--- config.mk ---
export PLATFORM = sky130hd
export DESIGN_NAME = prog_loader
export DESIGN_NICKNAME = d
export VERILOG_FILES = /design/src/rtl/prog_loader.sv
export SDC_FILE = /design/constraint.sdc
export NUM_CORES = 1
export LEC_CHECK = 0
export BUFFER_PORTS_ARGS = -buffer_cell sky130_fd_sc_hd__buf_4
export CAP_MARGIN = 5
export CELL_PAD_IN_SITES_DETAIL_PLACEMENT = 1
export CELL_PAD_IN_SITES_GLOBAL_PLACEMENT = 1
export CORE_UTILIZATION = 48
export CTS_CLUSTER_DIAMETER = 50
export DETAILED_ROUTE_END_ITERATION = 16
export PLACE_DENSITY = 0.95
export REMOVE_ABC_BUFFERS = 1
export SLEW_MARGIN = 10
export SYNTH_ARGS = -nofsm -noshare
export SYNTH_HDL_FRONTEND = slang
export SYNTH_SLANG_ARGS = --single-unit
--- constraint.sdc ---
create_clock -name clk -period 6.2 [get_ports clk]
set_input_delay 0.31 -clock clk [delete_from_list [all_inputs] [get_ports clk]]
set_output_delay 0.31 -clock clk [all_outputs]
set_load 0.1 [all_outputs]
--- src/rtl/prog_loader.sv ---
// prog_loader: receives a framed byte image, writes its payload to program memory,
// and holds the CPU in reset until a frame arrives with a valid checksum.
module prog_loader #(
    parameter logic [7:0] SYNC_BYTE = 8'hA5,
    parameter int          TIMEOUT   = 1000,
    parameter int          ADDR_W    = 16
) (
    input  logic              clk,
    input  logic              rst,
    input  logic [7:0]        in_data,
    input  logic              in_valid,
    output logic              in_ready,
    output logic              mem_we,
    output logic [ADDR_W-1:0] mem_addr,
    output logic [7:0]        mem_wdata,
    output logic              cpu_rst,
    output logic              busy,
    output logic              done,
    output logic              err
);
    localparam int TW = $clog2(TIMEOUT + 1);

    typedef enum logic [3:0] {
        S_IDLE, S_LEN_H, S_LEN_L, S_ADDR_H, S_ADDR_L, S_DATA, S_CSUM, S_DONE, S_ERROR
    } state_t;

    state_t            r_state, w_next;
    logic [15:0]       r_len;
    logic [7:0]        r_addr_h, r_sum, r_wdata;
    logic [ADDR_W-1:0] r_ptr, r_addr;
    logic [TW-1:0]     r_tmo;
    logic              r_we, r_cpu_rst, r_done, r_err;
    logic              w_acc, w_busy, w_tmo;

    assign in_ready  = 1'b1;
    assign w_acc     = in_valid;
    assign w_busy    = r_state inside {S_LEN_H, S_LEN_L, S_ADDR_H, S_ADDR_L, S_DATA, S_CSUM};
    // Expiry takes priority over a byte arriving in the same cycle.
    assign w_tmo     = w_busy && (r_tmo == TW'(TIMEOUT));
    assign mem_we    = r_we;
    assign mem_addr  = r_addr;
    assign mem_wdata = r_wdata;
    assign cpu_rst   = r_cpu_rst;
    assign busy      = w_busy;
    assign done      = r_done;
    assign err       = r_err;

    always_comb begin
        w_next = r_state;
        if (w_tmo)
            w_next = S_ERROR;
        else if (w_acc)
            case (r_state)
                S_IDLE, S_DONE, S_ERROR: w_next = (in_data == SYNC_BYTE) ? S_LEN_H : r_state;
                S_LEN_H:  w_next = S_LEN_L;
                S_LEN_L:  w_next = S_ADDR_H;
                S_ADDR_H: w_next = S_ADDR_L;
                S_ADDR_L: w_next = (r_len == 16'd0) ? S_CSUM : S_DATA;
                S_DATA:   w_next = (r_len == 16'd1) ? S_CSUM : S_DATA;
                S_CSUM:   w_next = (in_data == r_sum) ? S_DONE : S_ERROR;
                default:  w_next = S_IDLE;
            endcase
    end

    always_ff @(posedge clk) begin
        if (rst) begin
            r_state   <= S_IDLE;
            r_len     <= '0;
            r_addr_h  <= '0;
            r_sum     <= '0;
            r_ptr     <= '0;
            r_addr    <= '0;
            r_wdata   <= '0;
            r_tmo     <= '0;
            r_we      <= 1'b0;
            r_cpu_rst <= 1'b1;
            r_done    <= 1'b0;
            r_err     <= 1'b0;
        end else begin
            r_state <= w_next;
            r_we    <= 1'b0;
            r_tmo   <= (w_busy && !w_acc && !w_tmo) ? r_tmo + TW'(1) : '0;
            if (w_acc && !w_tmo)
                case (r_state)
                    S_LEN_H:  r_len[15:8] <= in_data;
                    S_LEN_L:  r_len[7:0]  <= in_data;
                    S_ADDR_H: r_addr_h    <= in_data;
                    S_ADDR_L: r_ptr       <= ADDR_W'({r_addr_h, in_data});
                    S_DATA: begin
                        r_we    <= 1'b1;
                        r_addr  <= r_ptr;
                        r_wdata <= in_data;
                        r_ptr   <= r_ptr + ADDR_W'(1);
                        r_sum   <= r_sum + in_data;
                        r_len   <= r_len - 16'd1;
                    end
                    default: ;
                endcase
            if (w_next != r_state) begin
                if (w_next == S_LEN_H) begin
                    r_cpu_rst <= 1'b1;
                    r_done    <= 1'b0;
                    r_err     <= 1'b0;
                    r_sum     <= '0;
                end
                if (w_next == S_DONE) begin
                    r_cpu_rst <= 1'b0;
                    r_done    <= 1'b1;
                end
                if (w_next == S_ERROR) begin
                    r_cpu_rst <= 1'b1;
                    r_err     <= 1'b1;
                end
            end
        end
    end
endmodule

# Word level (Yosys, flattened, before mapping)
# Cells that the tools add are included.
# Widths: inputs -> output; s select.
# word_totals
in_bits	11
register_bits	90
out_inout_bits	30
wordCells	82
# classes
eq_ne	16
n_addsub	4
n_reduce_logical	26
mux	21
bitwise_logic	2
# op_table
cell	count
$mux 8	4
$pmux 16 s2	1
$pmux 8 s2	2
$pmux 4 s7	1
$eq 4x3->1 const B	5
$add 16x1->16 const B	1
$eq 16x1->1 const B	1
$logic_not 16->1	1
$mux 4	4
$reduce_and 2->1	8
$sub 16x1->16 const B	1
$add 10x1->10 const B	1
$eq 10x10->1 const B	1
$reduce_bool 2->1	5
$add 8x8->8	1
$eq 4x1->1 const B	2
$eq 4x2->1 const B	2
$eq 4x4->1 const B	2
$eq 8x8->1	1
$eq 8x8->1 const B	1
$mux 1	7
$reduce_bool 6->1	1
$logic_and 1x1->1	4
$logic_not 4->1	1
other kinds (7)	11

# Depth between registers and ports, before layout
# Gate-level depths: netlist (run 1).
# depth
ltp_word	9
ltp_mapped	10
ltp_nobuf	9

# Worst setup path before layout (run 1)
# OpenSTA, ideal clock, no wires.
# synth_path
kind	input to register
startpoint	in in_data[5]
endpoint	reg r_cpu_rst, in the netlist cpu_rst
path_buffers	0
t_required_ps	6078
setup_time_ps	122
arrival_ps	2258
setup_slack_ps	3820
path_stages	7
cell_sequence	ha_1 nor4_1 nand3_1 a41o_1 or3_2 a311o_2 o31a_2
# synth_between
elab_chain_cells	8
elab_cells_between_ends	15
cone_classes	eq/ne (6); mux (7); reduce/logical (2)
# synth_rtl
element	line	source
start: declaration	10	input logic [7:0] in_data,
$eq 8x8->1, on equally long branches	60, 54	
$mux 4, on equally long branches	60, 54	
$pmux 4 s7 (*)	53	case (r_state)
$mux 4 (*)	52	else if (w_acc)
$mux 4 (*)	50	if (w_tmo)
$eq 4x1->1, or another cell as far along	100	if (w_next == S_LEN_H) begin
$reduce_bool 3->1 (no source line) / $mux 1 (equally long branches)	--	
$reduce_and 2->1 (no source line) / $mux 1 (equally long branches)	--	
end signal: assignment	101	r_cpu_rst <= 1'b1;
end signal: assignment	107	r_cpu_rst <= 1'b0;
end signal: assignment	111	r_cpu_rst <= 1'b1;
end: declaration	32	logic r_we, r_cpu_rst, r_done, r_err;
# Every way passes the cells marked *; elsewhere a longest branch is shown, timed or not.
# A chain may end at the register's enable or synchronous reset.

# Worst setup path after layout (run 1)
# layout_path
startpoint	reg r_state[2]
endpoint	reg r_len[7]
# layout_between
elab_chain_cells	6
elab_cells_between_ends	13
cone_classes	eq/ne (6); mux (1); reduce/logical (6)
# layout_rtl
element	line	source
start: declaration	27	state_t r_state, w_next;
start signal: assignment	80	r_state <= w_next;
$eq 4x1->1, or another cell as far along	37	assign w_busy = r_state inside {S_LEN_H, S_LEN_L, S_ADDR_H, S_ADDR_L, S_DATA, S_CSUM};
$reduce_bool 6->1	37	
$logic_and 1x1->1	39	assign w_tmo = w_busy && (r_tmo == TW'(TIMEOUT));
$logic_not 1->1	83	if (w_acc && !w_tmo)
$logic_and 1x1->1	83	
$reduce_and 2->1 (no source line)	--	
end signal: assignment	86	S_LEN_L: r_len[7:0] <= in_data;
end signal: assignment	95	r_len <= r_len - 16'd1;
end: declaration	28	logic [15:0] r_len;
# Several ways; a longest one is shown, not always the timed one.

==> results of run 1 <==
## cell families (layout without fill, tap and decap cells)
logic type | Yosys count | count (layout) | share of synthesized area (%)
AND/OR/NAND/NOR | 247 | 247 | 25.17
AO/OA/AOI/OAI | 160 | 160 | 22.44
flip-flops | 90 | 90 | 38.61
buffers and inverters | 51 | 74 | 4.745
adder cells (fa/ha/maj) | 14 | 14 | 3.914
multiplexers | 13 | 13 | 2.788
XOR/XNOR | 12 | 12 | 2.252
other | 1 | 1 | 0.08035
## report_power, final
| part | switching, uW | internal [uW] |
|---|---|---|
| logic | 101 | 52.6 |
| clock network | 232 | 243 |
| registers | 15.2 | 588 |
## area by class of cell
type | instances | area [um2]
Fill cell | 1143 | 4100
Multi-Input combinational cell | 447 | 2646
Sequential cell | 90 | 1802
Timing Repair Buffer | 45 | 337.8
Tap cell | 129 | 161.4
Clock buffer | 10 | 137.6
Clock inverter | 6 | 93.84
Inverter | 13 | 48.80
## placed cells by master, fill, tap and decap left out, types with 4 or more instances in the layout
cell,synthesis,final
xor2_1,5,5
nand4_1,4,4
mux2i_1,13,13
xnor2_1,7,7
a21oi_2,5,5
buf_4,1,45
ha_1,13,13
nand3_1,21,21
dfxtp_1,90,90
o31ai_1,7,7
clkbuf_8,0,10
inv_1,13,13
and3_1,10,10
a21oi_1,52,52
a211oi_1,6,6
nor3_1,12,12
nor2_1,65,64
or3_1,12,12
nor2b_1,4,4
o41ai_1,4,4
nor4_1,4,4
o21ai_0,40,40
nand2_1,94,94
a22oi_1,13,13
## metal layers
metal	GRT usage [%]	wire, um	vias to the layer above	part of all wire (%)
li1	-	-	2124	-
met1	34.82	5997	2209	44
met2	51.26	7059	107	51
met3	4.300	495	18	3.6
met4	8.919	213	0	1.5
met5	0	0	-	0
## worst max-delay path: stages, from the launching register on
cell and delay (ns):
dfxtp_1 0.56, nor3b_4 0.40, nand2_1 0.09, buf_4 0.29
a21oi_1 0.95, o21ai_0 0.27, a22oi_1 0.30, nor2_1 0.09
## sequential cells by signal, summed over array words and instances, names as in the netlist, 4 cells and up
name       flops
r_sum          8
r_tmo         10
r_len         16
mem_addr      16
mem_wdata      8
r_ptr         16
r_state        4
r_addr_h       8
## stage by stage
stage | util [%] | total power [uW] | instance area [um2] | hold slack, ns | worst slack, ns
after global routing | 56.04 | 1274 | 5228 | 0.2046 | 2.914
after floorplan | - | 713.9 | 4494 | 0.3791 | 3.095
final | 56.04 | 1231 | 5228 | 0.2178 | 3.110
after CTS | 56.04 | 1234 | 5228 | 0.2055 | 3.142
after detailed placement | 53.56 | 765.6 | 4996 | 0.4471 | 3.015
after global placement | 53.56 | 757.6 | 4996 | 0.4437 | 3.181
## worst paths after layout
kind / end / slack (ns)
setup / recovery: r_len[7] / 3.11
hold / removal: mem_wdata[6] / 0.22
setup reg to reg: r_len[7] / 3.11
hold reg to reg: mem_wdata[7] / 0.46
==> flow_summary.yaml, run 1 <==
synthesis:
  synth-seq-cells: 90
  synthTopCellsByCount: "94 x nand2_1, 90 x dfxtp_1, 65 x nor2_1, 52 x a21oi_1, 40 x o21ai_0"
  synthTopCellsByArea: "dfxtp_1 39%, nand2_1 7.6%, a21oi_1 5.6%"
  netlist_area_um2: 4667
  synthFlopType: "dfxtp_1"
  syn_avg_cell_area_um2: 7.937
  yosysWarnings: 0
  yosys.area.top_type: "dfxtp_1"
  synthDistinctLibCells: 70
  synth.most_common_cell: "nand2_1"
  ys_seq_area_share_pct: 38.61
  synth_top_area_share_pct: 38.61
  synth_cells: 588
  synth_edf_count: 0
  async_flop_share_pct: 0
min_path:
  hold_path_depth: 3
  hp-class: "primary input to register"
  hp-start: "in_data[6]"
pwr:
  p_per_area_nw_per_um2: 235.5
  power_leakage_uw: 0.001972
  ir_drop_mv: 0.1705
worst_setup_path:
  r2r_cells: 7
  critPathRequiredTime_ns: 6.43
  crit_path_start: "r_state[2]"
  cp-end-kind: "register"
  crit_fanout: 38
  r2r-start: "r_state[2]"
  crit_type: "register to register"
  cp.arrival_ns: 3.32
  setup.worst_path.start_class: "register"
placed_design:
  portBuffers: 39
  dpl.hpwl_um: 9149
  placedCellCount: 724
  gp_congestion: 0.8425
sta:
  rsz0062_at_grt: "no"
  setup_viol: 0
  finalCriticalPeriod_ns: 3.090
  slew_headroom_pct: 23.22
  min_period_over_period_pct: 49.84
  tightest_slew_ns: 1.152
  fin_tns_setup_ns: 0
  hold_viol: 0
  finalMaxSlewViolations: 0
  clock.fmax_mhz: 323.6
  clock_skew_ns: 0.01623
clock_network:
  cts-root-buf: "clkbuf_8"
  post_cts_resized: 0
  htree_levels: 3
  cts_tree: "done"
  cts_sinks: 90
  postCtsSetupRepairBufs: 0
  cts_buffer_depth: 2
  path_clk_slew_ns: 0.10
  clkLatencyLatePin_ns: 0.38
  hold_buffers: 0
  cts_buffers: 9
floorplan:
  rows: 35
  pin_count: 41
  die_h_um: 100.6
  start_util_pct: 50.03
  die_area_um2: 10120
  fp.dieW_um: 100.6
  fp.coreArea_um2: 9328
routing:
  vias_per_cell: 6.024
  first_pass_iters: 4
  wl_per_cell_um: 18.60
  wirelength_um: 13770
  drt-initial-drc-count: 213
  vias: 4458
  drcViolationCount: 0
  ant_nets: 0
layout:
  layout.nets: 631
  stdcell_count: 740
  drive_above_1_share_pct: 14.57
  antennaDiodeCount: 0
  area.growth.synth_to_final_pct: 12.01
global_route:
  grt_antenna_before_repair: 0
  track_usage_pct: 28.47
  grt_pass1_vias: 4483
  gr-total-overflow: 0
  grt_max_degree: 72
  grt_pass1_wl_um: 22420
job:
  cap_violations: 0
run_status:
  status: "complete, no violations"
No activity file was read; power rests on OpenSTA's default activity.
==> inputs of run 2 (changes only) <==
CORE_UTILIZATION = 44   (was 48)
PLACE_DENSITY = 0.9   (was 0.95)
clock period = 3.1 ns   (was 6.2 ns; I/O delays follow)
==> run 2 against run 1 <==
Via count fell by 0.31%. Count of clock-buffer cells in the layout unchanged. Sequential share of layout area about the same. Cell count increased by 1.2%. Clock power rose by 78%. Global-route usage shrank 3.2 points. Clock skew decreased by 0.0019 ns. Largest cell class unchanged. Power up 91%. Wire length fell by 2.6%.
==> flow_summary.yaml, run 2 (synthesized netlist as in run 1, its figures left out) <==
layout:
  final_common_cell: "nand2_1"
  drive_above_1_share_pct: 14.85
  n_fill_cell: 1291
  area.growth.synth_to_final_pct: 11.93
  layout.nets: 633
  fin_area_um2: 5224
  stdcell_count: 749
  layout_common_cells: "94 x nand2_1, 90 x dfxtp_1, 64 x nor2_1"
  antennaDiodeCount: 0
floorplan:
  die_area_um2: 11020
  fp.dieW_um: 105.0
  rows: 37
  start_util_pct: 45.21
  die_h_um: 105.0
  pin_count: 41
  fp.coreArea_um2: 10320
sta:
  clock_skew_ns: 0.01429
  tightest_slew_ns: 1.049
  slew_headroom_pct: 30.00
  finalCriticalPeriod_ns: 2.704
  clock.fmax_mhz: 369.8
  hold_viol: 0
  fin_tns_setup_ns: 0
  setup_viol: 0
  min_period_over_period_pct: 87.23
  finalMaxSlewViolations: 0
  rsz0062_at_grt: "no"
routing:
  vias: 4444
  wl_per_cell_um: 17.91
  ant_nets: 0
  wirelength_um: 13410
  vias_per_cell: 5.933
  drcViolationCount: 0
  first_pass_iters: 5
  drt-initial-drc-count: 231
placed_design:
  portBuffers: 39
  gp_congestion: 0.8136
  placedCellCount: 733
  dpl.hpwl_um: 9122
  place_area_um2: 5020
global_route:
  grt_pass1_vias: 4559
  gr-total-overflow: 0
  grt_pass1_wl_um: 22370
  grt_antenna_before_repair: 0
  track_usage_pct: 25.30
  grt_max_degree: 72
worst_setup_path:
  r2r-end: "cpu_rst"
  cp-end-kind: "register"
  path_cells: "nor3_2 > a211o_2 > nor4_1 > a41o_1 > or3_2 > o21bai_2 > buf_4 > o31a_2"
  slowest_delay_ns: 0.63
  crit_slowest_cell: "dfxtp_1"
  setup.worst_path.start_class: "register"
  critPathRequiredTime_ns: 3.37
  r2r-start: "r_state[0]"
  r2r_slack_ns: 0.40
  crit_fanout: 14
  r2r_cells: 8
  crit_type: "register to register"
  cp.arrival_ns: 2.97
job:
  cap_violations: 0
min_path:
  hp-class: "primary input to register"
  hp-start: "in_data[6]"
  min_to: "mem_wdata[6]"
  hold_path_depth: 3
pwr:
  power_leakage_uw: 0.001966
  p_per_area_nw_per_um2: 451.0
  ir_drop_mv: 0.1906
clock_network:
  cts-root-buf: "clkbuf_8"
  path_clk_slew_ns: 0.10
  htree_levels: 3
  cts_tree: "done"
  clkLatencyLatePin_ns: 0.38
  postCtsSetupRepairBufs: 0
  cts_sinks: 90
  cts_buffers: 9
  cts_buffer_depth: 2
run_status:
  status: "complete, no violations"
## run 2: cell type report
class	count	area, um2	share of cell area, %
multi-input cells	447	2650	50.73
flip-flops and latches	90	1802	34.49
repair buffers	47	352.8	6.754
well taps	136	170.2	3.257
clock buffers	10	127.6	2.443
clock inverters	6	72.57	1.389
inverters	13	48.80	0.9341
## run 2: layer usage
metal	global-route usage (%)	vias up	share of wire (%)
li1	-	2120	-
met1	31.87	2201	43
met2	44.09	99	50
met3	4.055	24	4.1
met4	7.847	0	2.1
met5	0	-	0
## run 2: worst max-delay path, delay by kind of cell, from the launching register on
family                 cells  cell delay [ns]
AOI/OAI and AO/OA          4             0.99
buffers and inverters      1             0.19
DFF                        1             0.63
and+or+nand+nor            3             0.78
## run 2: where the power goes
group | leakage, uW | internal (uW) | switching (uW)
logic | 0.00114 | 107 | 199
registers | 0.000727 | 1180 | 28.8
clock network | 0.0000975 | 382 | 463
## run 2: timing repair
action | in CTS | in global routing
hold buffers | 0 | 0
gates resized for setup | 0 | 1
endpoints found under the setup margin | 0 | 2
## run 2: worst max path at each step
stage / from / to / slack [ns] / cells past startpoint
3_5_place_dp: r_state[1] / r_len[6] / 0.34 / 7
3_3_place_gp: in_data[5] / cpu_rst / 0.51 / 9
4_1_cts: r_state[1] / r_len[6] / 0.33 / 7
2_1_floorplan: r_state[2] / r_sum[7] / -0.005 / 5
6_report: r_state[0] / cpu_rst / 0.40 / 8
5_1_grt: r_state[0] / r_sum[2] / 0.21 / 7
## run 2: stage by stage
step / setup slack (ns) / util, % / total power, uW / hold slack [ns]
floorplan: -0.005390 / - / 1428 / 0.2241
global placement: 0.5105 / 48.62 / 1517 / 0.4421
detailed placement: 0.3375 / 48.62 / 1533 / 0.4546
CTS: 0.3269 / 50.56 / 2369 / 0.06102
global route: 0.2078 / 50.60 / 2436 / 0.09131
finish: 0.3960 / 50.60 / 2356 / 0.05844
==> inputs of run 3 (changes only) <==
CELL_PAD_IN_SITES_DETAIL_PLACEMENT = not set   (was 1)
CELL_PAD_IN_SITES_GLOBAL_PLACEMENT = not set   (was 1)
CORE_UTILIZATION = 50   (was 44)
PLACE_DENSITY = 0.8   (was 0.9)
==> run 3 against run 2 <==
Sequential share of layout area is essentially flat. Via count shrank 2.5%. Clock power grew 8.4%. Register-to-register slack is essentially flat. Flip-flop and latch count is the same. Critical path depth shrank 1. Power grew 2.8%. Non-clock buffer count grew 1. Sequential power is essentially flat. Count of clock-buffer cells in the layout is the same. Cell count shrank 3.6%. Worst hold slack gained 0.013 ns.
==> flow_summary.yaml, run 3 (synthesized netlist as in run 1, its figures left out) <==
run_status:
  status: "complete, no violations"
routing:
  drt-initial-drc-count: 283
  ant_nets: 0
  vias: 4334
  vias_per_cell: 6.003
  first_pass_iters: 6
  drcViolationCount: 0
  wl_per_cell_um: 16.37
  wirelength_um: 11820
sta:
  finalCriticalPeriod_ns: 2.701
  rsz0062_at_grt: "no"
  clock.fmax_mhz: 370.3
  min_period_over_period_pct: 87.12
  slew_headroom_pct: 49.79
  finalMaxSlewViolations: 0
  clock_skew_ns: 0.01113
  whs_ns: 0.07153
  setup_viol: 0
  setup_ws_ns: 0.3994
  tightest_slew_ns: 0.7531
  hold_viol: 0
floorplan:
  die_h_um: 98.61
  rows: 34
  start_util_pct: 52.49
  fp.dieW_um: 98.61
  die_area_um2: 9724
  pin_count: 41
  fp.coreArea_um2: 8891
worst_setup_path:
  crit_family: "simple AND/OR/NAND/NOR gates"
  slowest_delay_ns: 0.63
  critPathCapture: "cpu_rst"
  crit_slowest_cell: "dfxtp_1"
  cp.arrival_ns: 2.97
  path_cells: "nor3b_1 > nand4_1 > nand3_1 > o32ai_2 > or3_2 > a311o_2 > o31a_2"
  crit_path_start: "r_state[1]"
  critPathRequiredTime_ns: 3.37
  r2r_cells: 7
  path_buf_inv: 0
  crit_type: "register to register"
  setup.worst_path.start_class: "register"
  cp-end-kind: "register"
  r2r-end: "cpu_rst"
  crit_fanout: 12
  r2r-start: "r_state[1]"
  r2r_slack_ns: 0.40
  cp_num_cells: 7
min_path:
  hp-class: "primary input to register"
placed_design:
  portBuffers: 39
  gp_congestion: 0.9538
  pre_cts_slack_ns: 0.4571
  dpl.hpwl_um: 7810
layout:
  layout_common_cells: "94 x nand2_1, 90 x dfxtp_1, 64 x nor2_1"
  antennaDiodeCount: 0
  layout.nets: 634
  drive_above_1_share_pct: 14.98
  final_common_cell: "nand2_1"
  final_util_pct: 58.68
  area.growth.synth_to_final_pct: 11.80
clock_network:
  cts_buffers: 9
  cts_buffer_depth: 2
  htree_levels: 3
  post_cts_resized: 0
  path_clk_slew_ns: 0.09
  postCtsSetupRepairBufs: 0
  hold_buffers: 0
  cts_tree: "done"
  cts_sinks: 90
  clkLatencyLatePin_ns: 0.38
  cts-root-buf: "clkbuf_8"
global_route:
  use_met2_pct: 43.55
  top_usage_layer: "met2"
  grt_pass1_vias: 4104
  grt_max_degree: 72
  grt_use_met1_pct: 31.88
  track_usage_pct: 25.46
  grt_pass1_wl_um: 19800
  gr-usage-met3_pct: 4.823
  gr-total-overflow: 0
  grt_antenna_before_repair: 0
pwr:
  p_per_area_nw_per_um2: 464.1
  power_leakage_uw: 0.001991
  ir_drop_mv: 0.3170
job:
  cap_violations: 0
-- run 3: power breakdown --
group          internal, uW  switching (uW)
combinational           108             193
sequential             1180            28.5
clock                   479             437
-- run 3: per-layer routing --
metal | share of wire, % | routed length [um] | vias to the layer above
met5 | 0 | 0 | -
li1 | - | - | 2126
met3 | 5.5 | 654 | 26
met2 | 48 | 5728 | 131
met1 | 44 | 5180 | 2051
met4 | 2.1 | 253 | 0
-- run 3: how the worst min path moves through the flow --
| stage | from | end | slack, ns | depth (start not counted) |
|---|---|---|---|---|
| floorplan | rst | mem_addr[0] | 0.22 | 1 |
| global placement | mem_addr[3] | mem_addr[3] | 0.44 | 2 |
| detailed placement | mem_wdata[0] | mem_wdata[0] | 0.45 | 2 |
| CTS | in_data[2] | mem_wdata[2] | 0.07 | 3 |
| global route | in_data[3] | mem_wdata[3] | 0.09 | 3 |
| finish | in_data[3] | mem_wdata[3] | 0.07 | 3 |
-- run 3: worst reg2reg max path: stages (launching register included) --
cell,delay (ns)
dfxtp_1,0.63
nor3b_1,0.48
nand4_1,0.24
nand3_1,0.20
o32ai_2,0.13
or3_2,0.46
a311o_2,0.34
o31a_2,0.12
-- run 3: per-stage QoR --
stage	TNS [ns]	cell area [um2]	cells	total power [uW]
3_3_place_gp	0	4992	706	1514
3_5_place_dp	0	4992	706	1525
4_1_cts	0	5218	722	2425
6_report	0	5218	722	2421
5_1_grt	0	5218	722	2512
2_1_floorplan	-0.005390	4494	550	1428
-- run 3: layout make-up --
class,instances,area (um2)
clock inverters,6,87.58
well taps,108,135.1
flip-flops and latches,90,1802
clock buffers,10,137.6
multi-input cells,447,2646
fillers,786,3674
repair buffers,48,360.3
inverters,13,48.80
